**src/rtl/div_iter_if.sv**
```systemverilog
// Request/response bundle between the EX stage and the iterative divider.
// EX drives operands and the start/annul handshake; the divider returns {remainder, quotient}.
interface div_iter_if #(
    parameter int DATA_W = 32
);
    logic                  signed_div_i;
    logic [DATA_W-1:0]     opdata1_i;
    logic [DATA_W-1:0]     opdata2_i;
    logic                  start_i;
    logic                  annul_i;
    logic [2*DATA_W-1:0]   result_o;
    logic                  ready_o;

    modport master (
        output signed_div_i,
        output opdata1_i,
        output opdata2_i,
        output start_i,
        output annul_i,
        input  result_o,
        input  ready_o
    );

    modport slave (
        input  signed_div_i,
        input  opdata1_i,
        input  opdata2_i,
        input  start_i,
        input  annul_i,
        output result_o,
        output ready_o
    );
endinterface

```
**src/rtl/div_iter.sv**
```systemverilog
// Radix-2 restoring divider for DIV/DIVU: one quotient bit per clock on operand magnitudes,
// with sign fix-up applied as the result is registered. Result is {remainder, quotient}.
module div_iter #(
    parameter int DATA_W = 32
) (
    input  logic            clk,
    input  logic            rst,
    div_iter_if.slave       bus
);
    localparam int                 CNT_W    = $clog2(DATA_W + 1);
    localparam logic [CNT_W-1:0]   LAST_CNT = CNT_W'(DATA_W - 1);

    typedef enum logic [1:0] {
        ST_IDLE   = 2'd0,
        ST_BYZERO = 2'd1,
        ST_ON     = 2'd2,
        ST_END    = 2'd3
    } state_t;

    state_t                 state_r, state_s;
    logic [CNT_W-1:0]       cnt_r, cnt_s;
    logic [DATA_W-1:0]      rem_r, rem_s;
    logic [DATA_W-1:0]      quo_r, quo_s;
    logic [DATA_W-1:0]      dvsr_r, dvsr_s;
    logic                   sign1_r, sign1_s;
    logic                   sign2_r, sign2_s;
    logic [2*DATA_W-1:0]    result_r, result_s;
    logic                   ready_r, ready_s;

    logic [DATA_W:0]        rem_sh_s;
    logic                   ge_s;
    logic [DATA_W-1:0]      diff_s;
    logic [DATA_W-1:0]      rem_nx_s;
    logic [DATA_W-1:0]      quo_nx_s;
    logic                   sign1_in_s;
    logic                   sign2_in_s;

    // Two's complement negation when en is set; MIN maps to itself, which is its unsigned magnitude.
    function automatic logic [DATA_W-1:0] neg_if(input logic [DATA_W-1:0] v, input logic en);
        logic [DATA_W-1:0] r;
        if (en) begin
            r = ~v + DATA_W'(1'b1);
        end else begin
            r = v;
        end
        return r;
    endfunction

    // The partial remainder is always below the divisor, so one extra bit holds the shifted value
    // and the low DATA_W bits of the difference are exact whenever the subtraction is taken.
    assign rem_sh_s   = {rem_r, quo_r[DATA_W-1]};
    assign ge_s       = (rem_sh_s >= {1'b0, dvsr_r});
    assign diff_s     = rem_sh_s[DATA_W-1:0] - dvsr_r;
    assign rem_nx_s   = ge_s ? diff_s : rem_sh_s[DATA_W-1:0];
    assign quo_nx_s   = {quo_r[DATA_W-2:0], ge_s};
    assign sign1_in_s = bus.opdata1_i[DATA_W-1] & bus.signed_div_i;
    assign sign2_in_s = bus.opdata2_i[DATA_W-1] & bus.signed_div_i;

    // Next-state and datapath update for the divider FSM.
    always_comb begin
        state_s  = state_r;
        cnt_s    = cnt_r;
        rem_s    = rem_r;
        quo_s    = quo_r;
        dvsr_s   = dvsr_r;
        sign1_s  = sign1_r;
        sign2_s  = sign2_r;
        result_s = result_r;
        ready_s  = ready_r;

        case (state_r)
            ST_IDLE: begin
                result_s = {(2*DATA_W){1'b0}};
                ready_s  = 1'b0;
                if (bus.start_i && !bus.annul_i) begin
                    sign1_s = sign1_in_s;
                    sign2_s = sign2_in_s;
                    quo_s   = neg_if(bus.opdata1_i, sign1_in_s);
                    dvsr_s  = neg_if(bus.opdata2_i, sign2_in_s);
                    rem_s   = {DATA_W{1'b0}};
                    cnt_s   = {CNT_W{1'b0}};
                    if (bus.opdata2_i == {DATA_W{1'b0}}) begin
                        state_s = ST_BYZERO;
                    end else begin
                        state_s = ST_ON;
                    end
                end else begin
                    state_s = ST_IDLE;
                end
            end

            ST_BYZERO: begin
                result_s = {(2*DATA_W){1'b0}};
                if (bus.annul_i) begin
                    state_s = ST_IDLE;
                    ready_s = 1'b0;
                end else begin
                    state_s = ST_END;
                    ready_s = 1'b1;
                end
            end

            ST_ON: begin
                if (bus.annul_i) begin
                    state_s  = ST_IDLE;
                    result_s = {(2*DATA_W){1'b0}};
                    ready_s  = 1'b0;
                end else begin
                    rem_s = rem_nx_s;
                    quo_s = quo_nx_s;
                    cnt_s = cnt_r + CNT_W'(1'b1);
                    if (cnt_r == LAST_CNT) begin
                        // Remainder follows the dividend's sign; quotient is negative on differing signs.
                        state_s  = ST_END;
                        result_s = {neg_if(rem_nx_s, sign1_r), neg_if(quo_nx_s, sign1_r ^ sign2_r)};
                        ready_s  = 1'b1;
                    end else begin
                        state_s = ST_ON;
                        ready_s = 1'b0;
                    end
                end
            end

            ST_END: begin
                if (!bus.start_i) begin
                    state_s  = ST_IDLE;
                    result_s = {(2*DATA_W){1'b0}};
                    ready_s  = 1'b0;
                end else begin
                    state_s = ST_END;
                end
            end

            default: begin
                state_s  = ST_IDLE;
                result_s = {(2*DATA_W){1'b0}};
                ready_s  = 1'b0;
            end
        endcase
    end

    // State, datapath and output registers with synchronous reset.
    always_ff @(posedge clk) begin
        if (rst) begin
            state_r  <= ST_IDLE;
            cnt_r    <= {CNT_W{1'b0}};
            rem_r    <= {DATA_W{1'b0}};
            quo_r    <= {DATA_W{1'b0}};
            dvsr_r   <= {DATA_W{1'b0}};
            sign1_r  <= 1'b0;
            sign2_r  <= 1'b0;
            result_r <= {(2*DATA_W){1'b0}};
            ready_r  <= 1'b0;
        end else begin
            state_r  <= state_s;
            cnt_r    <= cnt_s;
            rem_r    <= rem_s;
            quo_r    <= quo_s;
            dvsr_r   <= dvsr_s;
            sign1_r  <= sign1_s;
            sign2_r  <= sign2_s;
            result_r <= result_s;
            ready_r  <= ready_s;
        end
    end

    assign bus.result_o = result_r;
    assign bus.ready_o  = ready_r;
endmodule

```
**src/flat_wrapper.sv**
```systemverilog
// flat-port wrapper written by rule: the top's interface ports become plain ports
module div_iter_flat 
#(
    parameter int DATA_W = 32
)
  (clk, rst, bus_signed_div_i, bus_opdata1_i, bus_opdata2_i, bus_start_i, bus_annul_i, bus_result_o, bus_ready_o);
  div_iter_if #(.DATA_W(DATA_W)) bus_i ();
  input  logic clk;
  input  logic rst;
  input wire logic [$bits(bus_i.signed_div_i)-1:0] bus_signed_div_i;
  input wire logic [$bits(bus_i.opdata1_i)-1:0] bus_opdata1_i;
  input wire logic [$bits(bus_i.opdata2_i)-1:0] bus_opdata2_i;
  input wire logic [$bits(bus_i.start_i)-1:0] bus_start_i;
  input wire logic [$bits(bus_i.annul_i)-1:0] bus_annul_i;
  output wire logic [$bits(bus_i.result_o)-1:0] bus_result_o;
  output wire logic [$bits(bus_i.ready_o)-1:0] bus_ready_o;
  assign bus_i.signed_div_i = bus_signed_div_i;
  assign bus_i.opdata1_i = bus_opdata1_i;
  assign bus_i.opdata2_i = bus_opdata2_i;
  assign bus_i.start_i = bus_start_i;
  assign bus_i.annul_i = bus_annul_i;
  assign bus_result_o = bus_i.result_o;
  assign bus_ready_o = bus_i.ready_o;
  div_iter #(.DATA_W(DATA_W)) u_core (.clk(clk), .rst(rst), .bus(bus_i));
endmodule
```
**config.mk**
```make
export PLATFORM = sky130hd
export DESIGN_NAME = div_iter_flat
export DESIGN_NICKNAME = d
export VERILOG_FILES = /design/src/rtl/div_iter_if.sv /design/src/rtl/div_iter.sv /design/src/flat_wrapper.sv
export SDC_FILE = /design/constraint.sdc
export NUM_CORES = 1
export LEC_CHECK = 0
export ABC_AREA = 1
export CORE_ASPECT_RATIO = 0.75
export CORE_MARGIN = 2
export CORE_UTILIZATION = 40
export CTS_CLUSTER_DIAMETER = 100
export DETAILED_ROUTE_END_ITERATION = 10
export PLACE_DENSITY = 0.63
export SKIP_LAST_GASP = 1
export SYNTH_ARGS = -nofsm -noshare
export SYNTH_HDL_FRONTEND = slang
export SYNTH_SLANG_ARGS = --single-unit
```
**constraint.sdc**
```tcl
create_clock -name clk -period 4.12 [get_ports clk]
set_input_delay 0.824 -clock clk [delete_from_list [all_inputs] [get_ports clk]]
set_output_delay 0.824 -clock clk [all_outputs]
set_load 0.01 [all_outputs]
```
==> results.py <==
metrics = {
    "yosys": {
        "synth_top_family_by_area": "simple AND/OR/NAND/NOR gates",
        "synthXorXnorAreaFrac": 0.0346,
        "yosys.cell_types.count": 51,
        "synth-async-reset-ratio": 0,
        "synth_nets": 2174,
        "synthMuxAreaShare": 0,
        "syn_inst": 2063,
        "netlist_area_mm2": 0.0127,
        "synth-edff-count": 0,
        "synth_simple_gate_area_share": 0.368,
        "synth-seq-cells": 171,
        "synth_fa_ha_area_frac": 0.0421,
        "synth_ff_type": "dfxtp_1",
        "synth-seq-area-share": 0.270,
        "syn_area_per_cell_um2": 6.13,
        "synth_compound_area_frac": 0.181,
        "yosysWarnings": 0,
    },
    "sta": {
        "report.final.slew_viol_count": 0,
        "min_period_over_period": 0.915,
        "worst_slew_pin_slew_ns": 0.935,
        "hold_violations": 0,
        "fin_crit_ns": 3.77,
        "rsz0062_at_grt": "no",
        "setup_viol": 0,
        "maxSlewHeadroom": 0.376,
        "skew_ns": 0.00831,
        "timing.fmax_mhz": 265,
        "setup_tns_ns": 0,
    },
    "detailed_routing": {
        "wl_mm": 44.9,
        "dr.pass1.iters": 5,
        "viasPerCell": 5.34,
        "vias": 13700,
        "avgRoutedWirePerCell_um": 17.4,
        "drc": 0,
        "drtIter0Drc": 1205,
        "ant_nets": 0,
    },
    "clock_tree": {
        "cts_buffers": 17,
        "cts_setup_buffers": 0,
        "cts_resized": 0,
        "ctsHtreeMaxLevel": 4,
        "cts.path.max_buffers": 2,
        "numClockSinks": 171,
        "ctsHoldBuffers": 0,
        "tritoncts": "yes",
        "clkSlewWorstSetupHoldPaths_ns": 0.07,
        "clk_latency_ns": 0.45,
        "cts_root_buf": "clkbuf_16",
    },
    "pwr": {
        "swShare": 0.340,
        "p_clk_frac": 0.380,
        "pwr_density_cell_mw_per_mm2": 309,
        "p_sw_w": 0.00157,
        "peakVddDrop_mv": 0.251,
        "power_leakage_nw": 6.78,
        "p_int_w": 0.00305,
        "pwr-share-comb": 0.243,
        "power_w": 0.00462,
        "p_seq_frac": 0.378,
    },
    "layout": {
        "utilization": 0.480,
        "final_cell_mix": "608 x nand2_1, 223 x inv_1, 219 x a21oi_1, 170 x dfxtp_1, 147 x nor2_1",
        "fillers": 3253,
        "finalNonFillerCells": 2571,
        "fin_nets": 2263,
        "area_delta_synth_final_pct": 18.2,
        "final_area_mm2": 0.0150,
        "n_antenna_cell": 0,
        "final_common_cell": "nand2_1",
        "drive_gt1_frac": 0.0785,
    },
    "placed_design": {
        "io_buffers": 133,
        "dp_hpwl_mm": 35.2,
        "dp_cells": 2539,
        "postPlaceCellArea_mm2": 0.0143,
        "place_congestion": 0.953,
    },
    "grt": {
        "grt_use_total": 0.271,
        "first_global_vias": 12300,
        "grt-ovfl-total": 0,
        "grt_max_degree": 77,
        "antenna_found_initial": 0,
        "grt_pass1_wl_mm": 69.5,
    },
    "run_status": {
        "status": "completed",
    },
    "setup_path": {
        "r2r_start": "u_core.dvsr_r[4]$_SDFFE_PP0P_",
        "critPathArrivalTime_ns": 4.14,
        "reg2reg_depth": 21,
        "reg2reg_to": "u_core.bus.result_o[62]$_SDFFE_PP0P_",
        "cp_max_fo": 36,
        "crit_required_ns": 4.49,
        "start_kind": "register",
        "worstSetupEndpointType": "register",
        "worstSetupPathType": "register to register",
        "r2r_setup_slack_ns": 0.35,
    },
    "die": {
        "die_h_um": 158,
        "io_pins": 134,
        "num_rows": 56,
        "die_x_um": 209,
        "start_util": 0.406,
        "coreArea_mm2": 0.0312,
        "die_area_mm2": 0.0331,
    },
    "min_path": {
        "hp-class": "register to register",
        "hp-start": "u_core.bus.result_o[39]$_SDFFE_PP0P_",
        "holdPathStages": 2,
        "hold-path-endpoint": "u_core.bus.result_o[39]$_SDFFE_PP0P_",
    },
    "run": {
        "cap_violations": 0,
    },
}
## sequential cells by signal, summed over array words and instances (netlist names)
name / flops
u_core.bus.ready_o: 1
u_core.bus.result_o: 64
u_core.cnt_r: 6
u_core.dvsr_r: 32
u_core.quo_r: 32
u_core.rem_r: 32
u_core.sign1_r: 1
u_core.sign2_r: 1
u_core.state_r: 2
## layout make-up
class                           count  area, um^2  area share
Clock buffer                       18         439      0.0293
Inverter                          252         946      0.0632
Sequential cell                   171        3420       0.229
Clock inverter                     14         184      0.0123
Tap cell                          406         508      0.0339
Timing Repair Buffer              152        1500       0.100
Multi-Input combinational cell   1558        7970       0.532
## power by group through the flow
stage / logic (W) / clock network [W] / registers, W
CTS: 0.00109 / 0.00178 / 0.00174
detailed placement: 0.00108 / 0 / 0.00178
floorplan: 0.000752 / 0 / 0.00176
finish: 0.00112 / 0.00175 / 0.00174
global placement: 0.00109 / 0 / 0.00178
global route: 0.00124 / 0.00184 / 0.00175
## cells in the mapped netlist, drive strengths merged (12+ instances only)
master,count,area [um^2]
ha,41,513
o211ai,29,218
nand4,16,100
a21oi,222,1120
xnor2,12,105
nand2,643,2510
inv,245,920
dfxtp,171,3420
o21ai,110,558
nor2,167,701
nor3,26,145
nand3b,16,120
a21boi,18,135
clkbuf,62,233
buf,20,140
xor2,38,333
nand3,161,906
## through the flow
| step | hold slack, ns | worst slack (ns) |
|---|---|---|
| global placement | 0.455 | 0.333 |
| detailed placement | 0.454 | 0.308 |
| CTS | 0.465 | 0.274 |
| finish | 0.463 | 0.352 |
| global route | 0.478 | 0.0448 |
| floorplan | 0.444 | 0.688 |
## cells by family after synthesis
logic type               Yosys count
flip-flops                       171
adder cells (fa/ha/maj)           42
AND/OR/NAND/NOR                 1054
buffers and inverters            334
AO/OA/AOI/OAI                    412
XOR/XNOR                          50
## layer usage
metal | global-route usage | wire [um] | up-vias
li1 | - | - | 6880
met1 | 0.423 | 22900 | 6292
met2 | 0.373 | 17500 | 538
met3 | 0.0571 | 4040 | 26
met4 | 0.0524 | 433 | 0
met5 | 0 | 0 | -
## worst max path at each step
stage | from | end | slack, ns | cells after the start
2_1_floorplan | u_core.dvsr_r[8]$_SDFFE_PP0P_ | u_core.bus.result_o[30]$_SDFFE_PP0P_ | 0.69 | 31
3_3_place_gp | u_core.rem_r[25]$_SDFFE_PP0P_ | u_core.bus.result_o[30]$_SDFFE_PP0P_ | 0.33 | 25
3_5_place_dp | u_core.dvsr_r[6]$_SDFFE_PP0P_ | u_core.bus.result_o[30]$_SDFFE_PP0P_ | 0.31 | 27
4_1_cts | u_core.dvsr_r[6]$_SDFFE_PP0P_ | u_core.bus.result_o[30]$_SDFFE_PP0P_ | 0.27 | 27
5_1_grt | u_core.dvsr_r[10]$_SDFFE_PP0P_ | u_core.bus.result_o[30]$_SDFFE_PP0P_ | 0.04 | 30
6_report | u_core.dvsr_r[4]$_SDFFE_PP0P_ | u_core.bus.result_o[62]$_SDFFE_PP0P_ | 0.35 | 21
## worst max-delay path, stage by stage (launching register included)
cell     delay, ns
dfxtp_1       0.36
inv_1         0.09
ha_1          0.36
nand2_1       0.14
nor2_1        0.26
and3_1        0.20
nand3_1       0.08
nand2_1       0.12
nor2_4        0.05
nand2_4       0.07
buf_4         0.38
nand2_2       0.09
nand2_2       0.18
ha_1          0.26
nand3_2       0.14
nor2_4        0.19
nand3_1       0.13
nand2_2       0.18
nand2_1       0.08
nand2_1       0.05
nand3_1       0.13
a21oi_1       0.15
Note: power is estimated with default switching activity, not from simulation.
